--- config.mk ---
export PLATFORM = sky130hd
export DESIGN_NAME = imm_gen_pipe
export DESIGN_NICKNAME = d
export VERILOG_FILES = /design/src/rtl/imm_gen_pipe.sv
export SDC_FILE = /design/constraint.sdc
export NUM_CORES = 1
export LEC_CHECK = 0
export ABC_CLOCK_PERIOD_IN_PS = 2450
export BUFFER_PORTS_ARGS = -buffer_cell sky130_fd_sc_hd__buf_4
export CAP_MARGIN = 20
export CORE_MARGIN = 1.5
export CORE_UTILIZATION = 55
export DETAILED_ROUTE_END_ITERATION = 10
export GPL_ROUTABILITY_DRIVEN = 0
export PLACE_DENSITY_LB_ADDON = 0.12
export RECOVER_POWER = 25
export SLEW_MARGIN = 20
export SYNTH_ARGS = -nofsm -noshare
export SYNTH_HDL_FRONTEND = slang
export SYNTH_SLANG_ARGS = --single-unit
export TNS_END_PERCENT = 30
--- constraint.sdc ---
create_clock -name clk -period 2.45 [get_ports clk]
set_input_delay 0.245 -clock clk [delete_from_list [all_inputs] [get_ports clk]]
set_output_delay 0.245 -clock clk [all_outputs]
set_load 0.005 [all_outputs]
--- src/rtl/imm_gen_pipe.sv ---
// Pipelined immediate generator: decodes the opcode, picks the immediate format,
// sign-extends to XLEN and queues results in a 2-entry skid buffer.
module imm_gen_pipe #(
  parameter int XLEN    = 32,
  parameter int SHAMT_W = 5
) (
  input  logic            clk,
  input  logic            rst,
  input  logic            flush,
  input  logic            in_valid,
  output logic            in_ready,
  input  logic [31:0]     instr,
  output logic            out_valid,
  input  logic            out_ready,
  output logic [XLEN-1:0] imm,
  output logic [2:0]      imm_type,
  output logic            illegal
);

  localparam logic [2:0] T_J    = 3'b000;
  localparam logic [2:0] T_U    = 3'b001;
  localparam logic [2:0] T_B    = 3'b010;
  localparam logic [2:0] T_S    = 3'b011;
  localparam logic [2:0] T_I    = 3'b100;
  localparam logic [2:0] T_NONE = 3'b101;

  logic [31:0]     dec_imm32;
  logic [XLEN-1:0] dec_imm;
  logic [2:0]      dec_type;
  logic            dec_ill;

  logic [1:0]      count;
  logic [XLEN-1:0] e0_imm, e1_imm;
  logic [2:0]      e0_type, e1_type;
  logic            e0_ill, e1_ill;
  logic            acc, drn;

  always_comb begin
    dec_imm32 = '0;
    dec_type  = T_NONE;
    dec_ill   = 1'b0;
    case (instr[6:0])
      7'b0110111, 7'b0010111: begin
        dec_imm32 = {instr[31:12], 12'b0};
        dec_type  = T_U;
      end
      7'b1101111: begin
        dec_imm32 = {{12{instr[31]}}, instr[19:12], instr[20], instr[30:21], 1'b0};
        dec_type  = T_J;
      end
      7'b1100011: begin
        dec_imm32 = {{20{instr[31]}}, instr[7], instr[30:25], instr[11:8], 1'b0};
        dec_type  = T_B;
      end
      7'b0100011: begin
        dec_imm32 = {{21{instr[31]}}, instr[30:25], instr[11:7]};
        dec_type  = T_S;
      end
      7'b1100111, 7'b0000011, 7'b1110011: begin
        dec_imm32 = {{21{instr[31]}}, instr[30:20]};
        dec_type  = T_I;
      end
      7'b0010011: begin
        // Shift-immediates carry an unsigned shift amount, not a signed imm
        if (instr[13:12] == 2'b01)
          dec_imm32 = 32'(instr[20 +: SHAMT_W]);
        else
          dec_imm32 = {{21{instr[31]}}, instr[30:20]};
        dec_type = T_I;
      end
      default: dec_ill = 1'b1;
    endcase
    dec_imm       = {XLEN{dec_imm32[31]}};
    dec_imm[31:0] = dec_imm32;
  end

  assign in_ready  = !rst && (count < 2'd2);
  assign out_valid = (count != 2'd0);
  assign acc       = in_valid && in_ready;
  assign drn       = out_valid && out_ready;

  always_ff @(posedge clk) begin
    if (rst || flush) begin
      count   <= 2'd0;
      e0_imm  <= '0;
      e0_type <= T_NONE;
      e0_ill  <= 1'b0;
      e1_imm  <= '0;
      e1_type <= T_NONE;
      e1_ill  <= 1'b0;
    end else begin
      case ({acc, drn})
        2'b10: begin
          if (count == 2'd0) begin
            e0_imm  <= dec_imm;
            e0_type <= dec_type;
            e0_ill  <= dec_ill;
            count   <= 2'd1;
          end else begin
            e1_imm  <= dec_imm;
            e1_type <= dec_type;
            e1_ill  <= dec_ill;
            count   <= 2'd2;
          end
        end
        2'b01: begin
          if (count == 2'd2) begin
            e0_imm  <= e1_imm;
            e0_type <= e1_type;
            e0_ill  <= e1_ill;
            count   <= 2'd1;
          end else begin
            // Empty buffer presents the idle values
            e0_imm  <= '0;
            e0_type <= T_NONE;
            e0_ill  <= 1'b0;
            count   <= 2'd0;
          end
        end
        2'b11: begin
          e0_imm  <= dec_imm;
          e0_type <= dec_type;
          e0_ill  <= dec_ill;
        end
        default: ;
      endcase
    end
  end

  assign imm      = e0_imm;
  assign imm_type = e0_type;
  assign illegal  = e0_ill;

endmodule

== Word-level counts from Yosys, hierarchy flattened ==
Index checks and enable logic that the tools add are counted.

* Flip-flop bits (word level): 74
* Bits of input ports: 37
* Output and inout bits: 38
* Word-level logic and storage cells: 55

* $lt $le $gt $ge: 1
* Equality and inequality tests: 15
* Muxes and demuxes: 16
* Bitwise operators: 1
* Reductions and logical operators: 15

{| class="wikitable"
|+ Operators by type and width
! kind !! number
|-
| 32-bit one-hot mux with 6 select lines || 1
|-
| 32-bit two-way mux || 3
|-
| 32-bit one-hot mux with 3 select lines || 1
|-
| 7-bit equality test (second input constant) || 4
|-
| 3-bit one-hot mux with 5 select lines || 1
|-
| 7-bit by 5-bit equality test with 1-bit output (second input constant) || 2
|-
| 7-bit by 6-bit equality test with 1-bit output (second input constant) || 2
|-
| 3-bit one-hot mux with 3 select lines || 1
|-
| 9-bit OR reduction || 1
|-
| 7-bit by 2-bit equality test with 1-bit output (second input constant) || 1
|-
| 2-bit equality test (second input constant) || 3
|-
| 3-bit two-way mux || 2
|-
| 2-bit by 1-bit equality test with 1-bit output (second input constant) || 2
|-
| 1-bit two-way mux || 4
|-
| 2-bit one-hot mux with 2 select lines || 1
|-
| 2-bit AND reduction || 2
|-
| 2-bit nonzero test || 2
|-
| 4-bit OR reduction || 1
|-
| 1-bit logical AND || 3
|-
| 1-bit one-hot mux with 3 select lines || 1
|-
| 3-bit nonzero test || 1
|-
| 3-bit OR reduction || 1
|-
| 2-bit logical NOT || 1
|-
| 2-bit < comparator (second input constant) || 1
|-
| 6 further kinds || 6
|}

== Logic depth before layout (Yosys ltp) ==
Gate-level depths: netlist (run 1).

* Depth after elaboration: 6
* Depth in mapped cells: 11
* Gate-level depth less buffers: 7

== Least setup slack after synthesis (run 1) ==
OpenSTA, ideal clock, no wires.

* Path kind: register to register
* Start point: register count[1]
* End point: register e0_imm[10] (netlist: imm[10])
* Library setup time: 0.124 ns
* Arrival: 2.085 ns
* Data required time: 2.326 ns
* Slack: 0.241 ns
* Stages on the path, launching flop included: 12
* Path buffers: 6
* Clock period less this slack: 2.209 ns
* Cell sequence: dfxtp_1 > buf_6 > o21a_1 > buf_2 > ha_1 > buf_2 > and3b_1 > buf_2 > buf_4 > buf_2 > a221oi_1 > a21oi_1

* Word-level cells in the longest chain between the ends: 6
* Elaborated cells between the ends (all ways): 15
* Those cells by class: order compare: 1; eq/ne: 5; mux: 2; reduce/logical: 7

{| class="wikitable"
|+ RTL lines
! item !! line !! text
|-
| start, declared || 32 || <nowiki>logic [1:0] count;</nowiki>
|-
| start signal, assigned || 84 || <nowiki>count <= 2'd0;</nowiki>
|-
| start signal, assigned || 98 || <nowiki>count <= 2'd1;</nowiki>
|-
| start signal, assigned || 103 || <nowiki>count <= 2'd2;</nowiki>
|-
| 2-bit < comparator || 77 || <nowiki>assign in_ready = !rst && (count < 2'd2);</nowiki>
|-
| 1-bit logical AND || 77 ||
|-
| 1-bit logical AND || 79 || <nowiki>assign acc = in_valid && in_ready;</nowiki>
|-
| 2-bit equality test or 2-bit by 1-bit equality test with 1-bit output (tied branches) || 92 || <nowiki>case ({acc, drn})</nowiki>
|-
| 2-bit inequality test (no source line) or 3-bit nonzero test (tied branches) || -- ||
|-
| 2-bit AND reduction (no source line) || -- ||
|-
| end signal, assigned || 95 || <nowiki>e0_imm <= dec_imm;</nowiki>
|-
| end signal, assigned || 108 || <nowiki>e0_imm <= e1_imm;</nowiki>
|-
| end signal, assigned || 121 || <nowiki>e0_imm <= dec_imm;</nowiki>
|-
| end, declared || 33 || <nowiki>logic [XLEN-1:0] e0_imm, e1_imm;</nowiki>
|}

Several ways; a longest one is shown, not always the timed one.
A chain may end at the register's enable or synchronous reset.

== Worst setup path in the final report (run 1) ==
* Start point: register count[0]
* End point: register e0_imm[12] (netlist: imm[12])

Same word-level chain as after synthesis.

==> results.tsv, run 1 <==
stage	metric	value	unit
timing	Final Max Tran Viols	0	
synth	sequential share of the synthesized area	39.4	%
route	Iter 0 DRT Violations	272	
timing	total negative slack	0	ns
synth	Synth area leader	dfxtp_1	
critical_path	CP Max Fanout	16	
global_route	grt ovf	0	
route	Via density	6.46	
synth	Unique masters post-synth	58	
timing	final hold vios	0	
placement	Placed Instance Area	4340	sq um
timing	final setup fails	0	
clocking	Root Buffer	clkbuf_8	
pwr	maximum vdd drop	452	uV
synth	top_reg_cell synth	dfxtp_1	
critical_path	R2R depth	7	
route	remaining antenna violation count	0	
final_layout	sequential cell area	1480	sq um
clocking	TritonCTS clock tree	built	
clocking	cts bufs inserted	9	
worst_hold_path	hold depth	3	
floorplanning	core area	6490	sq um
placement	port bufs	74	
timing	worst clock skew	0.00766	ns
synth	Netlist Area Pre-Place	3760	sq um
clocking	Worst-path clk slew	0.08	ns
critical_path	worst r2r src	count[0]	
clocking	Setup Buffers After CTS	0	
floorplanning	total die area	7340	sq um
clocking	CTS Hold Bufs	0	
final_layout	P&R area growth vs syn	21.0	%
worst_hold_path	min-delay src	instr[24]	
synth	Net Count, Synth	492	
floorplanning	Starting Density	57.9	%
flow_run	max-cap viol count	0	
final_layout	most frequent cells in the layout	dfxtp_1 (74), buf_4 (66), o21ai_0 (58)	
route	DR vias	3848	
timing	worst slew pin tran	0.990	ns
critical_path	Worst Path Required	2.73	ns
critical_path	Critical R2R Capture	imm[12]	
final_layout	fin area	4550	sq um
timing	slew margin rel.	33.9	%
synth	syn avg cell area	8.30	sq um
floorplanning	Die Wd	85.7	um
synth	largest cells by area after synthesis	dfxtp_1 (39%), o21ai_0 (7.7%), a21oi_1 (7.1%), nand2_1 (3.5%), nor3_1 (3.2%)	
pwr	PwrDens	572	nW/um^2
timing	Peak Freq	0.458	GHz
final_layout	commonest non-fill, non-tap cell in the layout	dfxtp_1	
worst_hold_path	Hold Path End	e1_imm[24]	
final_layout	ANT cells	0	
floorplanning	Rows	29	
final_layout	fin nets	553	
floorplanning	die height	85.7	um
route	WL/cell	17.7	um
floorplanning	io pins	75	
timing	final critical-path required period	2.19	ns
critical_path	critical path class	flip-flop to flip-flop	
synth	#FFs+latches synth	74	
critical_path	startpoint types	flip-flop	
route	DRC Markers	0	
synth	yosys synthesis warning count	0	
global_route	pin count of the biggest net entering global routing	46	
timing	final-layout worst hold slack	0.162	ns
timing	final setup margin	0.265	ns
placement	DP Worst Slack	0.308	ns
placement	Final HPWL DP	7210	um
final_layout	fraction of layout cells with a size suffix above 1	23.5	%
timing	Final Cycle Share	89.2	%
critical_path	CP Capture Type	flip-flop	
global_route	initial antenna violation count	0	
synth	number of synthesized flops with an enable pin	0	
pwr	Leak	0.00172	uW
global_route	first-pass GRT wire length	16900	um
synth	synthesized instance count	453	
global_route	vias in the first global route	3504	
global_route	Tot GR Track Use	28.8	%
critical_path	crit path DAT	2.47	ns
worst_hold_path	type of the most critical hold path	primary input to flip-flop	
clocking	H-tree level count	3	
clocking	maximum root-to-sink buffer count	2	
clocking	Clk Latency, worst-skew pair	0.35	ns
route	routed wire length	10500	um
synth	Synth top area share	39.4	%
clocking	CTS Sinks	74	
synth	async set-reset flop share out of synthesis	0	%
route	Pre-antenna DRT Iters	5	
final_layout	Multi-input gate area	2010	sq um
final_layout	filler cell count	553	
outcome	outcome	complete, no violations	
critical_path	reg2reg setup slack	0.26	ns
timing	unrepaired setup endpoints after global routing	no	
clocking	CTS resizes	0	
## sequential cells by signal (all words and copies together), names as in the netlist
name      cells
e1_ill        1
imm_type      3
imm          32
illegal       1
e1_imm       32
e1_type       3
count         2
## logic make-up (layout without fill, tap and decap cells)
logic type,after synthesis,count (layout),share of synthesized area [%]
AO/OA/AOI/OAI,194,194,33.5
flip-flops,74,74,39.4
multiplexers,6,6,1.60
AND/OR/NAND/NOR,123,123,17.4
adder cells (fa/ha/maj),2,2,0.665
buffers and inverters,53,119,7.22
XOR/XNOR,1,1,0.233
## per-stage QoR
step                power, uW  util (%)  std cells
floorplan                1460         -        453
CTS                      2610      70.1        596
global route             2690      70.0        596
finish                   2600      70.0        596
global placement         1600      66.9        580
detailed placement       1600      66.9        580
## per-layer routing
metal | routed length (um) | track usage [%]
met2 | 4990 | 47.0
met3 | 698 | 3.66
met4 | 163 | 10.6
met1 | 4670 | 39.2
met5 | 0 | 0
## cells in the mapped netlist, drive strengths merged (5+ instances only)
| master | n |
|---|---|
| clkbuf | 14 |
| and3 | 6 |
| a211oi | 11 |
| o21ai | 60 |
| nand2 | 35 |
| or2 | 6 |
| a21oi | 53 |
| a221oi | 9 |
| a31oi | 16 |
| nand3b | 5 |
| a22oi | 12 |
| inv | 7 |
| mux2i | 6 |
| nand4 | 7 |
| nor2 | 16 |
| nand3 | 6 |
| nor3 | 24 |
| dfxtp | 74 |
| buf | 31 |
| a311o | 7 |
## where the power goes
part           switching [uW]  leakage, uW  internal (uW)  total (uW)
registers                15.1     0.000599           1230        1240
logic                     197      0.00101            143         339
clock network             444     0.000107            573        1020
total                     656      0.00172           1940        2600
## worst max-delay path, stage by stage (launching register included)
cell	delay (ns)
dfxtp_1	0.48
o21a_1	0.22
ha_1	0.20
and3b_1	0.36
buf_4	0.27
nand2_1	0.09
a311o_1	0.35
a31oi_1	0.13
## area by class of cell
type / instances / share of cell area, %
Clock buffer: 11 / 2.89
Clock inverter: 5 / 1.73
Inverter: 8 / 0.660
Multi-Input combinational cell: 326 / 44.2
Sequential cell: 74 / 32.6
Tap cell: 77 / 2.12
Timing Repair Buffer: 95 / 15.9
## worst max path at each step
stage / start / to / slack, ns / depth (start not counted)
after floorplan: count[1] / imm[10] / 0.24 / 11
after global placement: count[0] / imm[12] / 0.40 / 7
after detailed placement: count[0] / imm[12] / 0.31 / 7
after CTS: count[0] / imm[12] / 0.28 / 7
after global routing: count[0] / imm[12] / 0.11 / 7
final: count[0] / imm[12] / 0.26 / 7
Power figures use the tool's default switching activity.
==> run 2, diff against run 1 <==
--- a/config.mk
+++ b/config.mk
@@ -12,8 +12,7 @@
 export CORE_UTILIZATION = 55
 export DETAILED_ROUTE_END_ITERATION = 10
 export GPL_ROUTABILITY_DRIVEN = 0
-export PLACE_DENSITY_LB_ADDON = 0.12
-export RECOVER_POWER = 25
+export PLACE_DENSITY = 0.8
 export SLEW_MARGIN = 20
 export SYNTH_ARGS = -nofsm -noshare
 export SYNTH_HDL_FRONTEND = slang
==> results.tsv, run 2 (synthesized netlist as in run 1, its figures left out) <==
stage	metric	value	unit	change
outcome	outcome	complete, no violations		
clocking	H-tree level count	3		unchanged
timing	worst slew pin tran	0.783	ns	-0.207 ns
flow_run	max-cap viol count	0		unchanged
route	Highest Signal Layer	met4		
final_layout	fin area	4560	sq um	+0.14%
route	metal3 WL	1010	um	+44%
final_layout	fin nets	553		unchanged
pwr	maximum vdd drop	314	uV	-31%
timing	final hold vios	0		unchanged
global_route	grt ovf	0		unchanged
critical_path	Critical R2R Capture	imm[6]		
final_layout	ANT cells	0		unchanged
clocking	maximum root-to-sink buffer count	2		unchanged
clocking	CTS resizes	0		unchanged
critical_path	crit path DAT	2.52	ns	+0.05 ns
floorplanning	die height	85.7	um	unchanged
clocking	CTS Sinks	74		unchanged
route	Pre-antenna DRT Iters	5		unchanged
floorplanning	core area	6490	sq um	unchanged
timing	final critical-path required period	2.24	ns	+0.0554 ns
clocking	Root Buffer	clkbuf_8		
pwr	PwrDens	587	nW/um^2	+2.6%
timing	Final Cycle Share	91.4	%	+2.3 points
clocking	TritonCTS clock tree	built		
route	DR vias	3932		+2.2%
global_route	initial antenna violation count	0		unchanged
clocking	Setup Buffers After CTS	0		unchanged
final_layout	most frequent cells in the layout	buf_4 (95), dfxtp_1 (74), o21ai_0 (58)		
final_layout	filler cell count	538		-2.7%
timing	unrepaired setup endpoints after global routing	no		
critical_path	Critical Path Max Stage Delay	0.58	ns	+0.10 ns
critical_path	CP Max Fanout	21		+5
worst_hold_path	hold depth	3		unchanged
timing	Peak Freq	0.446	GHz	-2.5%
worst_hold_path	min-delay src	instr[24]		
critical_path	CP cell instances	nor2_1 > nand2_1 > ha_1 > and3b_1 > buf_4 > a221oi_1 > a21oi_1		
route	remaining antenna violation count	0		unchanged
critical_path	reg2reg setup slack	0.21	ns	-0.06 ns
critical_path	Top delay family on crit path	simple AND/OR/NAND/NOR gates		
route	met2 wire length	4980	um	-0.14%
final_layout	sequential cell area	1480	sq um	unchanged
route	Via density	6.60		+2.2%
timing	slew margin rel.	47.6	%	+14 points
placement	port bufs	74		unchanged
placement	Placed Instance Area	4330	sq um	-0.29%
final_layout	fraction of layout cells with a size suffix above 1	24.1	%	+0.58 points
critical_path	worst r2r src	count[1]		
clocking	CTS Hold Bufs	0		unchanged
global_route	vias in the first global route	3435		-2.0%
final_layout	P&R area growth vs syn	21.2	%	
critical_path	critical path class	flip-flop to flip-flop		
timing	total negative slack	0	ns	unchanged
critical_path	Worst Path Required	2.73	ns	about the same
route	DRC Markers	0		unchanged
critical_path	slowest library cell on the worst path	and3b_1		
floorplanning	Die Wd	85.7	um	unchanged
route	WL/cell	18.1	um	+2.7%
worst_hold_path	Hold Path End	e1_imm[24]		
global_route	pin count of the biggest net entering global routing	46		unchanged
route	Iter 0 DRT Violations	348		+28%
clocking	Worst-path clk slew	0.09	ns	about the same
critical_path	R2R depth	7		unchanged
final_layout	utilization after layout	70.1	%	+0.096 points
final_layout	fin cells	596		unchanged
worst_hold_path	type of the most critical hold path	primary input to flip-flop		
critical_path	Worst Path Buf+Inv	1		unchanged
placement	Placed Instances	580		unchanged
final_layout	commonest non-fill, non-tap cell in the layout	buf_4		
critical_path	CP Capture Type	flip-flop		
timing	Final Max Tran Viols	0		unchanged
floorplanning	Starting Density	57.9	%	unchanged
global_route	first-pass GRT wire length	17000	um	+0.53%
clocking	Clk Latency, worst-skew pair	0.36	ns	about the same
critical_path	startpoint types	flip-flop		
placement	Final HPWL DP	7360	um	+2.1%
route	routed wire length	10800	um	+2.7%
floorplanning	io pins	75		unchanged
timing	final setup fails	0		unchanged
global_route	Tot GR Track Use	29.1	%	+0.34 points
floorplanning	Rows	29		unchanged
route	WL met1	4700	um	+0.47%
pwr	Leak	0.00173	uW	+0.71%
timing	worst clock skew	0.00830	ns	+0.000645 ns
clocking	cts bufs inserted	9		unchanged
floorplanning	total die area	7340	sq um	unchanged
final_layout	Multi-input gate area	2010	sq um	unchanged
## run 2: worst max-delay path by stage
stage                          to  startpoint  depth (start not counted)  slack [ns]
final                      imm[6]    count[1]                          7        0.21
after global placement     imm[6]    count[1]                          7        0.38
after floorplan           imm[10]    count[1]                         11        0.24
after global routing      imm[12]    count[1]                          7       0.007
after detailed placement  imm[12]    count[1]                          7        0.30
after CTS                 imm[12]    count[1]                          7        0.27
## run 2: worst min-delay path: stages
cell     delay, ns
buf_4         0.12
nand2_1       0.05
a21oi_1       0.05
## run 2: routing by layer
layer / up-vias / global-route usage (%)
met3: 12 / 5.97
met1: 1838 / 40.6
met2: 256 / 45.2
li1: 1826 / -
met4: 0 / 9.68
met5: - / 0
## run 2: cell type report
type                            count  share of cell area (%)
Timing Repair Buffer               95                    15.7
Clock buffer                        9                    2.72
Sequential cell                    74                    32.5
Tap cell                           77                    2.11
Multi-Input combinational cell    326                    44.1
Inverter                            8                   0.659
Clock inverter                      7                    2.22
## run 2: power by group
part	internal (uW)	total (uW)	switching (uW)
registers	1230	1240	15.2
clock network	582	1080	498
logic	148	349	201
## run 2: per-stage QoR
step / setup slack (ns) / hold WS, ns / power (uW)
6_report: 0.210 / 0.148 / 2670
5_1_grt: 0.00725 / 0.160 / 2760
4_1_cts: 0.270 / 0.140 / 2670
3_5_place_dp: 0.296 / 0.451 / 1610
3_3_place_gp: 0.382 / 0.444 / 1600
2_1_floorplan: 0.241 / 0.379 / 1460
